==> src/rtl/hcsr04_pkg.sv <==
// Shared definitions for the HC-SR04 measurement control unit:
// state codes, attempt counter width and the default guard interval.
package hcsr04_pkg;

  typedef enum logic [3:0] {
    INICIAL  = 4'd0,
    PREPARA  = 4'd1,
    ENVIA    = 4'd2,
    ESPERA   = 4'd3,
    ARMAZENA = 4'd4,
    FINAL    = 4'd5,
    GUARDA   = 4'd6,
    FALHA    = 4'd7
  } estado_t;

  localparam int TENT_W = 4;

  // 60 ms at 50 MHz between trigger bursts
  localparam int GUARDA_CLOCKS_PADRAO = 3_000_000;

  // A one-cycle guard still needs a 1-bit counter
  function automatic int guarda_largura(input int clocks);
    return (clocks > 1) ? $clog2(clocks) : 1;
  endfunction

endpackage

==> src/rtl/contador_m.sv <==
// Modulo-M up counter with synchronous clear and enable; fim flags the
// terminal count M-1 so the owner can leave after exactly M enabled cycles.
module contador_m #(
  parameter int M = 100,
  parameter int N = 7
) (
  input  logic clock,
  input  logic reset,
  input  logic zera_s,
  input  logic conta,
  output logic fim
);

  localparam logic [N-1:0] ULTIMO = N'(M - 1);

  logic [N-1:0] q_reg, q_next;

  always_ff @(posedge clock or negedge reset) begin
    if (!reset) begin
      q_reg <= '0;
    end else begin
      q_reg <= q_next;
    end
  end

  always_comb begin
    q_next = q_reg;
    if (zera_s) begin
      q_next = '0;
    end else if (conta) begin
      q_next = (q_reg == ULTIMO) ? '0 : q_reg + 1'b1;
    end
  end

  assign fim = (q_reg == ULTIMO);

endmodule

==> src/rtl/hcsr04_medidor_uc.sv <==
// HC-SR04 measurement sequencer: trigger, echo wait with retry on timeout,
// minimum guard between bursts, and completion/failure reporting.
module hcsr04_medidor_uc
  import hcsr04_pkg::*;
#(
  parameter int MAX_TENTATIVAS = 3,
  parameter int GUARDA_CLOCKS  = GUARDA_CLOCKS_PADRAO
) (
  input  logic              clock,
  input  logic              reset,
  input  logic              medir,
  input  logic              modo_continuo,
  input  logic              parar,
  input  logic              fim_medida,
  input  logic              timeout,
  output logic              zera,
  output logic              gera,
  output logic              conta_timeout,
  output logic              registra,
  output logic              pronto,
  output logic              erro,
  output logic [TENT_W-1:0] tentativas,
  output logic [3:0]        db_estado
);

  localparam int                GUARDA_W = guarda_largura(GUARDA_CLOCKS);
  localparam logic [TENT_W-1:0] MAX_T    = TENT_W'(MAX_TENTATIVAS);

  estado_t           estado_reg, estado_next;
  logic [TENT_W-1:0] tent_reg, tent_next;
  logic              erro_reg, erro_next;
  logic              retry_reg, retry_next;
  logic              guarda_fim, guarda_zera, guarda_conta;
  logic [6:1]        estado_oh;

  always_ff @(posedge clock or negedge reset) begin
    if (!reset) begin
      estado_reg <= INICIAL;
      tent_reg   <= '0;
      erro_reg   <= 1'b0;
      retry_reg  <= 1'b0;
    end else begin
      estado_reg <= estado_next;
      tent_reg   <= tent_next;
      erro_reg   <= erro_next;
      retry_reg  <= retry_next;
    end
  end

  always_comb begin
    estado_next = estado_reg;
    tent_next   = tent_reg;
    erro_next   = erro_reg;
    retry_next  = retry_reg;
    if (parar) begin
      // Abort keeps erro/tentativas visible for the application
      estado_next = INICIAL;
      retry_next  = 1'b0;
    end else begin
      case (estado_reg)
        INICIAL: begin
          if (medir) begin
            estado_next = PREPARA;
            erro_next   = 1'b0;
            tent_next   = '0;
          end
        end
        PREPARA: estado_next = ENVIA;
        ENVIA: begin
          estado_next = ESPERA;
          tent_next   = tent_reg + 1'b1;
        end
        ESPERA: begin
          if (fim_medida) begin
            estado_next = ARMAZENA;
          end else if (timeout) begin
            if (tent_reg < MAX_T) begin
              estado_next = GUARDA;
              retry_next  = 1'b1;
            end else begin
              estado_next = FALHA;
              erro_next   = 1'b1;
            end
          end
        end
        ARMAZENA: estado_next = FINAL;
        FINAL:    estado_next = GUARDA;
        FALHA: begin
          estado_next = GUARDA;
          erro_next   = 1'b1;
        end
        GUARDA: begin
          if (guarda_fim) begin
            if (retry_reg) begin
              estado_next = PREPARA;
              retry_next  = 1'b0;
            end else if (modo_continuo) begin
              estado_next = PREPARA;
              tent_next   = '0;
              erro_next   = 1'b0;
            end else begin
              estado_next = INICIAL;
            end
          end
        end
        default: estado_next = INICIAL;
      endcase
    end
  end

  // One-hot decode of the registered state feeds every Moore output
  for (genvar gi = 1; gi <= 6; gi++) begin : g_decod
    assign estado_oh[gi] = (estado_reg == 4'(gi));
  end

  assign guarda_zera  = ~estado_oh[6] | parar;
  assign guarda_conta = estado_oh[6] & ~parar;

  contador_m #(
    .M(GUARDA_CLOCKS),
    .N(GUARDA_W)
  ) u_guarda (
    .clock (clock),
    .reset (reset),
    .zera_s(guarda_zera),
    .conta (guarda_conta),
    .fim   (guarda_fim)
  );

  assign zera          = estado_oh[1];
  assign gera          = estado_oh[2];
  assign conta_timeout = estado_oh[3];
  assign registra      = estado_oh[4];
  assign pronto        = estado_oh[5];
  assign erro          = erro_reg;
  assign tentativas    = tent_reg;
  assign db_estado     = estado_reg;

endmodule

==> config.mk <==
export PLATFORM = sky130hd
export DESIGN_NAME = hcsr04_medidor_uc
export DESIGN_NICKNAME = d
export VERILOG_FILES = /design/src/rtl/hcsr04_pkg.sv /design/src/rtl/contador_m.sv /design/src/rtl/hcsr04_medidor_uc.sv
export SDC_FILE = /design/constraint.sdc
export NUM_CORES = 1
export LEC_CHECK = 0
export CORE_MARGIN = 5
export CORE_UTILIZATION = 50
export CTS_CLUSTER_DIAMETER = 200
export DETAILED_ROUTE_END_ITERATION = 10
export PLACE_DENSITY = 0.73
export SETUP_SLACK_MARGIN = 0.4
export SLEW_MARGIN = 5
export SYNTH_ARGS = -nofsm -noshare
export SYNTH_HDL_FRONTEND = slang
export SYNTH_SLANG_ARGS = --single-unit
==> constraint.sdc <==
create_clock -name clock -period 2.39 [get_ports clock]
set_clock_uncertainty 0.1 [all_clocks]
set_input_delay 0.717 -clock clock [delete_from_list [all_inputs] [get_ports clock]]
set_output_delay 0.717 -clock clock [all_outputs]
set_load 0.05 [all_outputs]
# After elaboration in Yosys (flattened, before gate mapping)
# Index checks and enable logic that the tools add are counted.
dict set report classes {
  bitwise_logic 4
  mux 31
  n_addsub 2
  n_eq_ne 21
  order_cmp 1
  n_reduce_logical 10
}
# operator n
set op_table {}
lappend op_table {{22-bit two-way mux} 3}
lappend op_table {{4-bit two-way mux} 9}
lappend op_table {{4-bit one-hot mux with 7 select lines} 1}
lappend op_table {{22-bit by 1-bit adder with 22-bit output, second input constant} 1}
lappend op_table {{22-bit equality test, second input constant} 1}
lappend op_table {{4-bit by 3-bit equality test with 1-bit output, second input constant} 4}
lappend op_table {{1-bit two-way mux} 15}
lappend op_table {{2-bit inequality test, second input constant} 7}
lappend op_table {{3-bit inequality test, second input constant} 4}
lappend op_table {{4-bit one-hot mux with 3 select lines} 1}
lappend op_table {{9-bit AND reduction} 1}
lappend op_table {{4-bit by 2-bit equality test with 1-bit output, second input constant} 2}
lappend op_table {{6-bit AND reduction} 1}
lappend op_table {{3-bit nonzero test} 2}
lappend op_table {{5-bit AND reduction} 1}
lappend op_table {{4-bit by 1-bit adder with 4-bit output, second input constant} 1}
lappend op_table {{4-bit by 1-bit equality test with 1-bit output, second input constant} 1}
lappend op_table {{4-bit zero test} 1}
lappend op_table {{4-bit by 2-bit < comparator with 1-bit output, second input constant} 1}
lappend op_table {{4-bit inequality test, second input constant} 1}
lappend op_table {{1-bit one-hot mux with 4 select lines} 1}
lappend op_table {{4-bit nonzero test} 1}
lappend op_table {{3-bit by 2-bit inequality test with 1-bit output, second input constant} 1}
lappend op_table {{3-bit AND reduction} 1}
lappend op_table {{other kinds (6)} 7}
dict set report word_totals {
  reg_bits 32
  out_inout_bits 14
  word_cells 74
  in_bits 7
}

# Logic depth before layout (Yosys ltp)
dict set report depth {
  ltp_word 6
  ltp_mapped 6
  ltp_nobuf 6
}

# Cells and area by module
# A second synthesis with hierarchy kept.
dict set report unflattened {
  cells_unflattened 246
  hier_area_um2 2084.5
}
# module cells_each n_inst area_per_inst_um2
set modules_own_cells {}
lappend modules_own_cells {contador_m 174 1 1468.9}
lappend modules_own_cells {hcsr04_medidor_uc 72 1 615.6}

# Least setup slack after synthesis
# Ideal clock, no wire load.
dict set report synth_path {
  kind {flip-flop to output port}
  from {register estado_reg[2], in the netlist db_estado[2]}
  to {output registra}
  setup_slack_ps -594
  stages_incl_launch_ff 3
  required_ps 1573
  arrival_ps 2167
  path_cell_list {dfrtp_1 clkbuf_1 nor3b_1}
}
dict set report synth_between {
  elab_chain_len 1
}
# item line
set synth_lines {}
lappend synth_lines {{start, declared} hcsr04_medidor_uc.sv:29} ;# estado_t estado_reg, estado_next;
lappend synth_lines {{start signal, assigned} hcsr04_medidor_uc.sv:43} ;# estado_reg <= estado_next;
lappend synth_lines {{4-bit by 3-bit equality test with 1-bit output} hcsr04_medidor_uc.sv:113} ;# assign estado_oh[gi] = (estado_reg == 4'(gi));
lappend synth_lines {{end, declared} hcsr04_medidor_uc.sv:19} ;# output logic registra,
# Every way passes these cells.

# Worst setup path after layout
dict set report layout_path {
  from {register u_guarda.q_reg[12]}
  to {register u_guarda.q_reg[18]}
}
dict set report layout_between {
  elab_chain_len 4
}
# item line
set layout_lines {}
lappend layout_lines {{start, declared} contador_m.sv:16} ;# logic [N-1:0] q_reg, q_next;
lappend layout_lines {{start signal, assigned} contador_m.sv:22} ;# q_reg <= q_next;
lappend layout_lines {{22-bit by 1-bit adder with 22-bit output or 22-bit equality test (tied branches)} contador_m.sv:31} ;# q_next = (q_reg == ULTIMO) ? '0 : q_reg + 1'b1;
lappend layout_lines {{22-bit two-way mux (*)} contador_m.sv:31}
lappend layout_lines {{22-bit two-way mux (*)} contador_m.sv:30} ;# end else if (conta) begin
lappend layout_lines {{22-bit two-way mux (*)} contador_m.sv:28} ;# if (zera_s) begin
lappend layout_lines {{named net u_guarda.q_next[18]} contador_m.sv:16}
# Mark *: on every way through the listed nets, which the timed path passes. The rest lies on a longest branch. The select of a mux whose other input is x is not followed.
# A chain may end at the register's enable or synchronous reset.

==> impl_metrics.sql <==
INSERT INTO impl_metrics (metric_group, metric, value, unit) VALUES
('placement', 'gp_congestion', '0.970', ''),
('logic_synthesis', 'syn_area', '0.00171', 'mm2'),
('floorplanning', 'fp.dieH', '68.6', 'um'),
('setup_path', 'r2r-start', 'u_guarda.q_reg[12]$_DFF_PN0_', ''),
('logic_synthesis', 'synth_top_cells_by_area', 'sky130_fd_sc_hd__dfrtp_1 45%, sky130_fd_sc_hd__xor2_1 7.7%, sky130_fd_sc_hd__nor2_1 7.2%', ''),
('drt', 'route.top_layer_used', 'met4', ''),
('logic_synthesis', 'yosysTopAreaCell', 'sky130_fd_sc_hd__dfrtp_1', ''),
('setup_path', 'cpLargestDelayFamily', 'simple AND/OR/NAND/NOR gates', ''),
('placement', 'port-buffer-count', '19', ''),
('drt', 'detailroute.wirelength.met2', '2530', 'um'),
('power_and_ir_drop', 'power_leakage', '1.05', 'nW'),
('layout', 'nets', '251', ''),
('sta', 'hold_fails_final_rpt', '0', ''),
('logic_synthesis', 'synth_async_sr_flop_share', '1.00', ''),
('logic_synthesis', 'synth_edf_count', '0', ''),
('run', 'cap_violations', '0', ''),
('sta', 'grt_setup_unrepaired', 'true', ''),
('global_route', 'grt_pass1_vias', '1540', ''),
('layout', 'largest_register_ffs', '22', ''),
('sta', 'share_of_the_clock_period_used_by_the_worst_path_after_layout', '0.900', ''),
('outcome', 'run_status', 'finished, final reports clean', ''),
('sta', 'fmax', '465', 'MHz'),
('placement', 'place_ws', '0.0563', 'ns'),
('sta', 'setup_tns', '0', 'ns'),
('setup_path', 'critical_path_cell_with_the_highest_stage_delay', 'sky130_fd_sc_hd__or4b_1', ''),
('clock_tree', 'clock_pin_slew_reported_for_the_worst_setup_and_hold_paths_after_clock_tree_synthesis', '0.11', 'ns'),
('sta', 'final_critical_path_required_period', '2.15', 'ns'),
('logic_synthesis', 'netlist_instances', '192', ''),
('layout', 'final_antenna_diode_count', '0', ''),
('setup_path', 'timing.critical_path.slowest_cell_delay', '0.52', 'ns'),
('global_route', 'first_pass_grt_wire_length', '6810', 'um'),
('setup_path', 'worstPathMaxFanout', '5', ''),
('floorplanning', 'die_width', '68.6', 'um'),
('setup_path', 'worstSetupPathDepth', '6', ''),
('setup_path', 'worst_setup_path_start_kind', 'flip-flop', ''),
('sta', 'final_critical_path_setup_slack', '0.239', 'ns'),
('clock_tree', 'clk_latency', '0.34', 'ns'),
('global_route', 'number_of_antenna_violations_at_the_first_check_in_global_routing', '0', ''),
('drt', 'routed_wire_length_per_instance', '16.5', 'um'),
('logic_synthesis', 'yosysWarningCount', '0', ''),
('logic_synthesis', 'seq_area_frac_synth', '0.453', ''),
('drt', 'ant_nets', '0', ''),
('logic_synthesis', 'syn-mean-instance-area', '8.93', 'um2'),
('drt', 'detail_route.wirelength', '4780', 'um'),
('power_and_ir_drop', 'power_density', '588', 'mW/mm2'),
('layout', 'most_common_cell_after_layout_fill_and_taps_aside', 'sky130_fd_sc_hd__dfrtp_1', ''),
('drt', 'vias', '1642', ''),
('logic_synthesis', 'synth.distinct_cells', '40', ''),
('clock_tree', 'cts_tree', 'built', ''),
('drt', 'route.detailed.vias_per_inst', '5.68', ''),
('clock_tree', 'root_cell_of_the_clock_tree', 'sky130_fd_sc_hd__clkbuf_4', ''),
('clock_tree', 'hold_buffers', '0', ''),
('setup_path', 'category_of_the_worst_setup_path_capture_point', 'flip-flop', ''),
('setup_path', 'critical_path_class', 'reg2reg', ''),
('logic_synthesis', 'synth_top_flop_cell', 'sky130_fd_sc_hd__dfrtp_1', ''),
('sta', 'setup_violations', '0', ''),
('setup_path', 'cp_data_required_time', '2.50', 'ns'),
('drt', 'first_pass_iters', '4', ''),
('setup_path', 'timing.critical_path.cells', 'or4b_1 > or3_4 > o21ai_4 > or2_4 > clkbuf_16 > nor2_4', ''),
('logic_synthesis', 'synth.net_count', '201', ''),
('clock_tree', 'ctsHtreeMaxLevel', '2', ''),
('global_route', 'largest_net_degree_at_the_start_of_global_routing', '32', ''),
('floorplanning', 'start_util', '0.514', ''),
('floorplanning', 'die_area', '0.00470', 'mm2'),
('layout', 'post_route_cells_drive_above_1_share', '0.420', ''),
('drt', 'post-route-drc-count', '0', ''),
('logic_synthesis', 'netlist.area_leader.share', '0.453', ''),
('global_route', 'grt_remaining_overflow', '0', ''),
('layout', 'synthesis_to_layout_area_growth', '51.8', '%'),
('floorplanning', 'io-pin-count', '21', ''),
('min_path', 'holdCritPathClass', 'reg2reg', '');
cells in the mapped netlist (all sizes together), types with 2 or more instances:
| master | instances |
|---|---|
| a211oi | 2 |
| a21oi | 8 |
| a31oi | 2 |
| and2 | 3 |
| and3 | 2 |
| buf | 3 |
| clkbuf | 4 |
| dfrtp | 31 |
| ha | 2 |
| inv | 7 |
| nand2 | 15 |
| nand2b | 2 |
| nand3 | 11 |
| nand4 | 6 |
| nor2 | 33 |
| nor2b | 2 |
| nor3 | 7 |
| nor3b | 2 |
| nor4 | 5 |
| o21ai | 5 |
| or2 | 3 |
| or3 | 3 |
| xnor2 | 5 |
| xor2 | 15 |
stage by stage:
step	instance area [um2]	hold WS [ns]	instances
detailed placement	2070	0.400	256
global placement	2070	0.403	256
CTS	2390	0.416	284
floorplan	1800	0.321	192
global route	2600	0.440	289
finish	2600	0.423	289
logic make-up (layout without fill, tap and decap cells):
family                   Yosys count  in the layout  share of synthesized area
flip-flops                        31             31                      0.453
buffers and inverters             14             65                     0.0372
adder cells (fa/ha/maj)            2              2                     0.0146
other                              1              1                    0.00219
multiplexers                       1              1                    0.00657
AND/OR/NAND/NOR                   99             99                      0.291
AO/OA/AOI/OAI                     24             24                     0.0942
XOR/XNOR                          20             20                      0.102
area by class of cell:
| type | instances | area (um2) | share of cell area |
|---|---|---|---|
| Tap cell | 46 | 57.6 | 0.0221 |
| Timing Repair Buffer | 50 | 551 | 0.212 |
| Inverter | 7 | 30.0 | 0.0115 |
| Clock buffer | 8 | 68.8 | 0.0265 |
| Sequential cell | 31 | 779 | 0.300 |
| Multi-Input combinational cell | 147 | 1110 | 0.429 |
power breakdown:
group          switching, mW  total [mW]  internal (mW)
sequential            0.0675       0.625          0.558
clock                  0.183       0.356          0.173
combinational          0.316       0.548          0.232
worst register-to-register path, cell delays in order, from the launching register on:
cell and delay, ns:
sky130_fd_sc_hd__dfrtp_1 0.40, sky130_fd_sc_hd__or4b_1 0.52, sky130_fd_sc_hd__or3_4 0.41, sky130_fd_sc_hd__o21ai_4 0.15, sky130_fd_sc_hd__or2_4 0.23, sky130_fd_sc_hd__clkbuf_16 0.20
sky130_fd_sc_hd__nor2_4 0.03
timing repair:
action | in CTS | in global routing
resized for setup | 17 | 45
pin swaps | 13 | 16
gates cloned | 2 | 1
buffers inserted | 18 | 4
endpoints found under the hold margin | 0 | 0
endpoints found under the setup margin | 34 | 37
worst min-delay path by stage:
stage                                      from                     endpoint  slack [ns]  depth (start not counted)
finish              u_guarda.q_reg[0]$_DFF_PN0_  u_guarda.q_reg[0]$_DFF_PN0_        0.42                          1
global route        u_guarda.q_reg[0]$_DFF_PN0_  u_guarda.q_reg[0]$_DFF_PN0_        0.44                          1
CTS                 u_guarda.q_reg[0]$_DFF_PN0_  u_guarda.q_reg[0]$_DFF_PN0_        0.42                          1
detailed placement  u_guarda.q_reg[0]$_DFF_PN0_  u_guarda.q_reg[0]$_DFF_PN0_        0.40                          1
global placement    u_guarda.q_reg[0]$_DFF_PN0_  u_guarda.q_reg[0]$_DFF_PN0_        0.40                          1
floorplan                                 reset     db_estado[0]$_DFFE_PN0P_        0.32                          0
per-layer routing:
layer	global-route usage	vias up
met5	0	-
met4	0.0918	0
met3	0.0502	16
met2	0.341	65
met1	0.232	790
li1	-	771
Power figures use the tool's default switching activity.
